--- src/rtl/if_stage_fetch.sv ---
// ----------------------------------------------------------------------------
// if_stage_fetch
//
// Instruction-fetch stage feeding decode. Keeps the fetch PC, issues word
// fetches to instruction memory over a req/gnt + rvalid handshake with at most
// one request in flight, buffers returned words in a small FIFO and presents
// the head entry to decode as {instruction, PC+4, valid}. A taken branch
// flushes the buffer, retargets the PC and discards any in-flight response.
//
// Parameters
//   DEPTH     prefetch buffer entries (2 or 4)
//   RESET_PC  fetch PC after reset
//
// Ports
//   clk           stage clock, rising-edge
//   rst           asynchronous active-low reset
//   freeze        decode hazard stall, holds the head entry
//   branch_taken  redirect request from execute
//   branch_addr   redirect target (word aligned)
//   imem_req      fetch request valid
//   imem_addr     fetch address
//   imem_gnt      memory accepts the request this cycle
//   imem_rvalid   response valid
//   imem_rdata    response instruction word
//   instruction   head-of-buffer instruction (0 when empty)
//   pc_out        head-of-buffer address + 4 (0 when empty)
//   inst_valid    buffer non-empty and no redirect this cycle
// ----------------------------------------------------------------------------
module if_stage_fetch #(
  parameter int unsigned DEPTH    = 2,
  parameter logic [31:0] RESET_PC = 32'h0000_0000
) (
  input  logic        clk,
  input  logic        rst,
  input  logic        freeze,
  input  logic        branch_taken,
  input  logic [31:0] branch_addr,
  output logic        imem_req,
  output logic [31:0] imem_addr,
  input  logic        imem_gnt,
  input  logic        imem_rvalid,
  input  logic [31:0] imem_rdata,
  output logic [31:0] instruction,
  output logic [31:0] pc_out,
  output logic        inst_valid
);

  localparam int unsigned     PTR_W   = (DEPTH == 4) ? 2 : 1;
  localparam int unsigned     CNT_W   = PTR_W + 1;
  localparam logic [CNT_W-1:0] DEPTH_C = CNT_W'(DEPTH);

  typedef enum logic [1:0] {
    ST_IDLE, // nothing in flight
    ST_WAIT, // one request in flight, its response will be kept
    ST_DROP  // one request in flight, its response is stale
  } state_e;

  state_e             state_q,    state_d;
  logic [31:0]        fetch_pc_q, fetch_pc_d;
  logic [31:0]        req_addr_q, req_addr_d;
  logic [PTR_W-1:0]   rd_ptr_q,   rd_ptr_d;
  logic [PTR_W-1:0]   wr_ptr_q,   wr_ptr_d;
  logic [CNT_W-1:0]   count_q,    count_d;

  logic [31:0] inst_mem [DEPTH];
  logic [31:0] pc4_mem  [DEPTH];

  logic empty;
  logic pop;
  logic push;
  logic grant;
  logic slot_free;

  // --------------------------------------------------------------------------
  // Handshake and buffer control
  // --------------------------------------------------------------------------
  assign empty      = (count_q == '0);
  assign inst_valid = !empty && !branch_taken;
  assign pop        = inst_valid && !freeze;

  // A pop in this cycle frees a slot, so a full buffer that is draining may
  // still issue the next fetch back-to-back.
  assign slot_free  = (count_q - CNT_W'(pop)) < DEPTH_C;

  // rst gates the request so nothing is presented to memory while held in reset.
  assign imem_req   = rst && (state_q == ST_IDLE) && !branch_taken && slot_free;
  assign imem_addr  = fetch_pc_q;
  assign grant      = imem_req && imem_gnt;

  // A branch in the response cycle makes that response stale.
  assign push       = (state_q == ST_WAIT) && imem_rvalid && !branch_taken;

  // Outputs come only from stored entries, never straight from imem_rdata.
  assign instruction = empty ? 32'h0 : inst_mem[rd_ptr_q];
  assign pc_out      = empty ? 32'h0 : pc4_mem[rd_ptr_q];

  // --------------------------------------------------------------------------
  // Next-state logic
  // --------------------------------------------------------------------------
  always_comb begin
    // NOTE: every output of this block gets a default first, so no path leaves
    // a signal unassigned and no latch is inferred.
    state_d    = state_q;
    fetch_pc_d = fetch_pc_q;
    req_addr_d = req_addr_q;
    rd_ptr_d   = rd_ptr_q;
    wr_ptr_d   = wr_ptr_q;
    count_d    = count_q + CNT_W'(push) - CNT_W'(pop);

    if (grant) begin
      fetch_pc_d = fetch_pc_q + 32'd4;   // wraps naturally at 2^32
      req_addr_d = fetch_pc_q;           // tag for the PC+4 of this response
    end
    if (push) wr_ptr_d = wr_ptr_q + PTR_W'(1);
    if (pop)  rd_ptr_d = rd_ptr_q + PTR_W'(1);

    unique case (state_q)
      ST_IDLE: begin
        if (grant) state_d = ST_WAIT;
      end
      ST_WAIT: begin
        if (branch_taken) begin
          // When the response lands in the branch cycle itself it is dropped
          // right here; nothing remains in flight, so there is nothing left
          // for DROP to wait for and the FSM returns straight to IDLE.
          state_d = imem_rvalid ? ST_IDLE : ST_DROP;
        end else if (imem_rvalid) begin
          state_d = ST_IDLE;
        end
      end
      ST_DROP: begin
        if (imem_rvalid) state_d = ST_IDLE;
      end
      default: state_d = ST_IDLE;
    endcase

    // Redirect wins over everything else: flush and retarget.
    if (branch_taken) begin
      fetch_pc_d = branch_addr;
      rd_ptr_d   = '0;
      wr_ptr_d   = '0;
      count_d    = '0;
    end
  end

  // --------------------------------------------------------------------------
  // State registers
  // --------------------------------------------------------------------------
  always_ff @(posedge clk or negedge rst) begin
    // NOTE: sequential state uses non-blocking assignments so every register
    // samples the pre-edge values, independent of statement order.
    if (!rst) begin
      state_q    <= ST_IDLE;
      fetch_pc_q <= RESET_PC;
      req_addr_q <= RESET_PC;
      rd_ptr_q   <= '0;
      wr_ptr_q   <= '0;
      count_q    <= '0;
    end else begin
      state_q    <= state_d;
      fetch_pc_q <= fetch_pc_d;
      req_addr_q <= req_addr_d;
      rd_ptr_q   <= rd_ptr_d;
      wr_ptr_q   <= wr_ptr_d;
      count_q    <= count_d;
    end
  end

  // NOTE: the entry storage has no reset; the count gates every read, so stale
  // contents are never visible and the array can map onto plain flops/RAM.
  always_ff @(posedge clk) begin
    if (push) begin
      inst_mem[wr_ptr_q] <= imem_rdata;
      pc4_mem[wr_ptr_q]  <= req_addr_q + 32'd4;
    end
  end

  // --------------------------------------------------------------------------
  // Checks
  // --------------------------------------------------------------------------
  // Issue is throttled by slot_free, so a push into a full buffer without a
  // matching pop means the throttle is broken.
  a_no_overflow: assert property (@(posedge clk) disable iff (!rst)
    !(push && !pop && (count_q == DEPTH_C)));

  // A request is only ever issued from IDLE, so at most one is in flight.
  a_single_outstanding: assert property (@(posedge clk) disable iff (!rst)
    imem_req |-> (state_q == ST_IDLE));

endmodule

--- config.mk ---
export PLATFORM = sky130hd
export DESIGN_NAME = if_stage_fetch
export DESIGN_NICKNAME = d
export VERILOG_FILES = /design/src/rtl/if_stage_fetch.sv
export SDC_FILE = /design/constraint.sdc
export NUM_CORES = 1
export LEC_CHECK = 0
export CORE_ASPECT_RATIO = 0.6
export CORE_MARGIN = 2
export CORE_UTILIZATION = 52
export CTS_CLUSTER_DIAMETER = 150
export DETAILED_ROUTE_END_ITERATION = 12
export GPL_TIMING_DRIVEN = 0
export MAX_ROUTING_LAYER = met4
export PLACE_DENSITY = 0.91
export SLEW_MARGIN = 20
export SYNTH_ARGS = -nofsm -noshare
export SYNTH_HDL_FRONTEND = slang
export SYNTH_SLANG_ARGS = --single-unit
--- constraint.sdc ---
create_clock -name clk -period 4.9 [get_ports clk]
set_clock_uncertainty 0.15 [all_clocks]
set_input_delay 0.98 -clock clk [delete_from_list [all_inputs] [get_ports clk]]
set_output_delay 0.98 -clock clk [all_outputs]
set_load 0.1 [all_outputs]
==> key figures <==
Logic synthesis
  • Area fraction of the dominant cell type after synthesis: 43.99%
  • Primary FF master, synth: edfxtp_1
  • Post-synth ARST share: 35.35%
  • Mapped Cells: 726
  • Synth Cell Area: 0.008737 mm²
  • Netlist cell types: 42
  • Synth area leaders: edfxtp_1, dfrtp_1, mux2i_1
  • Sequential share of the synthesized area: 64.04%
  • Synth Net Count: 800
  • Synth area leader: edfxtp_1
  • Count of yosys warnings during synthesis: 0
  • Syn Area/Cell: 12.03 µm²
  • Post-synthesis register bit count: 198
  • Number of flops mapped to enable cells by yosys: 128

Pwr
  • Static leakage: 4.139 nW
  • Pwr Density: 377.4 mW/mm²
  • Peak supply drop: 0.0001919 V

GRT
  • Vias in the first global route: 6098
  • Met2 Track Usage GR: 35.02%
  • Largest net degree at the start of global routing: 55
  • Gr usage total: 24.85%
  • Met3 Resource Use GR: 6.050%
  • Global route hottest layer: met1
  • Grt met1 use: 37.08%
  • Congestion Overflow GR: 0
  • Antenna violations before repair: 0
  • First-pass GRT wire length: 32910 µm

Die
  • DIE HEIGHT: 104.4 µm
  • Rows: 36
  • Core area: 0.01635 mm²
  • Initial Util: 53.44%
  • Die area: 0.01789 mm²
  • I/O pin count: 168
  • Die W: 171.3 µm

Layout
  • Commonest non-fill, non-tap cell in the layout: clkdlybuf4s50_1
  • Fin util: 69.64%
  • Fillers: 1147
  • Post-route cell area: 0.01139 mm²
  • Highest-count cells in the layout ignoring fill and taps: clkdlybuf4s50_1, nand2_1, edfxtp_1
  • Nets: 989
  • Ant diodes: 0
  • Area Overhead vs Synth: 30.33%
  • Share of layout cells above drive strength 1: 6.573%
  • Layout Cells excl Fill: 1156

Clock tree
  • Max Buffers Root-to-Sink: 2
  • Post-CTS sizing: 0
  • H-tree Lvls: 4
  • Num CTS Buffers: 17
  • Worst skew pair latency: 0.43 ns
  • Reg clk slew, reported paths: 0.08 ns
  • Buffer count from post-CTS setup fixing: 0
  • Cts-stage hold buffer count: 0
  • CTS tree: built
  • Clock root buffer: clkbuf_16
  • CTS Sinks: 198

Placement
  • # port buffers: 166
  • DP Wirelength: 14970 µm
  • Area after DPL: 0.01080 mm²
  • Cells after DPL: 1124
  • RePlAce Congestion: 0.9089

Critical path
  • WP data required: 3.77 ns
  • Crit path DAT: 3.65 ns
  • Startpoint type of the worst setup path: register
  • CP Class: register to output pin
  • Worst Path Max Fanout: 10
  • Crit path capture type: output pin

Worst hold path
  • Worst hold path class: input pin to async pin

Timing
  • Final Hold Vio Count: 0
  • Final setup viols: 0
  • Crit path time final: 4.775 ns
  • Max-slew violation count: 0
  • Final worst-path cycle share: 97.45%
  • Setup TNS Final: 0 ns
  • Peak Freq: 0.2094 GHz
  • Rel. slew slack: 30.46%
  • Least-Margin Pin Slew: 1.040 ns

Routing
  • Routed WL per cell: 18.33 µm
  • Via count: 6352
  • Vias per Instance: 5.495
  • Detailed-route DRC error count: 0
  • Antenna viol nets, final: 0
  • Final WL: 21190 µm
  • Pre-antenna DRT Iters: 8
  • Drt initial violations: 729

Job
  • Max-cap viol count: 0

Run status
  • Outcome: completed
==> path summary, 6_finish.rpt <==
| path | start | end | slack [ns] | cells after the start |
|---|---|---|---|---|
| worst max register to register | count_q[1]$_DFF_PN0_ | count_q[1]$_DFF_PN0_ | 2.33 | 8 |
| worst max-delay path | rd_ptr_q$_DFFE_PN0P_ | pc_out[19] | 0.12 | 5 |
| worst min register to register | req_addr_q[1]$_DFFE_PN0P_ | pc4_mem[1][1]$_DFFE_PP_ | 0.32 | 0 |
| max in group asynchronous | rst | req_addr_q[1]$_DFFE_PN0P_ | 3.70 | 2 |
| worst min-delay path | rst | imem_addr[2]$_DFFE_PN0P_ | 0.31 | 1 |
| min in group clk | req_addr_q[1]$_DFFE_PN0P_ | pc4_mem[1][1]$_DFFE_PP_ | 0.32 | 0 |
==> cells by family after synthesis <==
| group | count (synthesis) | synth area share (%) |
|---|---|---|
| flip-flops | 198 | 64.04 |
| AO/OA/AOI/OAI | 42 | 2.649 |
| AND/OR/NAND/NOR | 316 | 17.13 |
| multiplexers | 71 | 8.206 |
| adder cells (fa/ha/maj) | 4 | 0.5728 |
| XOR/XNOR | 54 | 5.413 |
| buffers and inverters | 41 | 1.991 |
==> synthesized netlist by cell type (7+ instances only) <==
library cell	n
and3_1	8
buf_1	8
clkbuf_1	19
dfrtp_1	70
edfxtp_1	128
mux2i_1	66
nand2_1	140
nand3_1	23
nand4_1	10
nor2_1	78
nor2b_1	7
nor3_1	12
nor4_1	7
o21ai_0	22
o21ai_1	9
xnor2_1	41
xor2_1	13
==> metal layers <==
metal	part of all wire (%)	routed length, µm	up-vias
met5	0	0	-
met4	0.79	167	0
met3	10	2126	26
met2	44	9235	333
met1	46	9659	3057
li1	-	-	2936
==> critical path: stages (launching register included) <==
cell and delay (ns):
dfrtp_1 0.36, clkbuf_1 0.63, clkbuf_1 0.63, mux2i_1 0.25
nor2_1 0.17, clkdlybuf4s50_1 1.17
==> cell type report <==
| type | count | area [µm²] | share of cell area, % |
|---|---|---|---|
| Sequential cell | 198 | 5595 | 49.14 |
| Clock buffer | 17 | 425.4 | 3.736 |
| Clock inverter | 15 | 145.1 | 1.275 |
| Timing Repair Buffer | 170 | 1782 | 15.65 |
| Buffer | 35 | 151.4 | 1.330 |
| Tap cell | 228 | 285.3 | 2.505 |
| Inverter | 6 | 22.52 | 0.1978 |
| Multi-Input combinational cell | 487 | 2980 | 26.17 |
==> power by group <==
part,internal (W),switching [W]
combinational,0.000264,0.000626
sequential,0.00192,0.000138
clock,0.000714,0.000639
==> metrics by stage <==
step / hold WS, ns / power, W / worst slack, ns
2_1_floorplan: 0.2919 / 0.002666 / 0.04453
3_3_place_gp: 0.3092 / 0.002939 / -2.049
3_5_place_dp: 0.3120 / 0.002966 / 0.3952
4_1_cts: 0.3113 / 0.004308 / 0.1390
5_1_grt: 0.3257 / 0.004446 / -0.09020
6_report: 0.3115 / 0.004298 / 0.1249
==> sequential cells by signal (all words and copies together) (netlist names) <==
| name | cells |
|---|---|
| inst_mem | 64 |
| pc4_mem | 64 |
| imem_addr | 32 |
| req_addr_q | 32 |
| count_q | 2 |
| state_q | 2 |
| rd_ptr_q | 1 |
| wr_ptr_q | 1 |
Note: power is estimated with default switching activity, not from simulation.
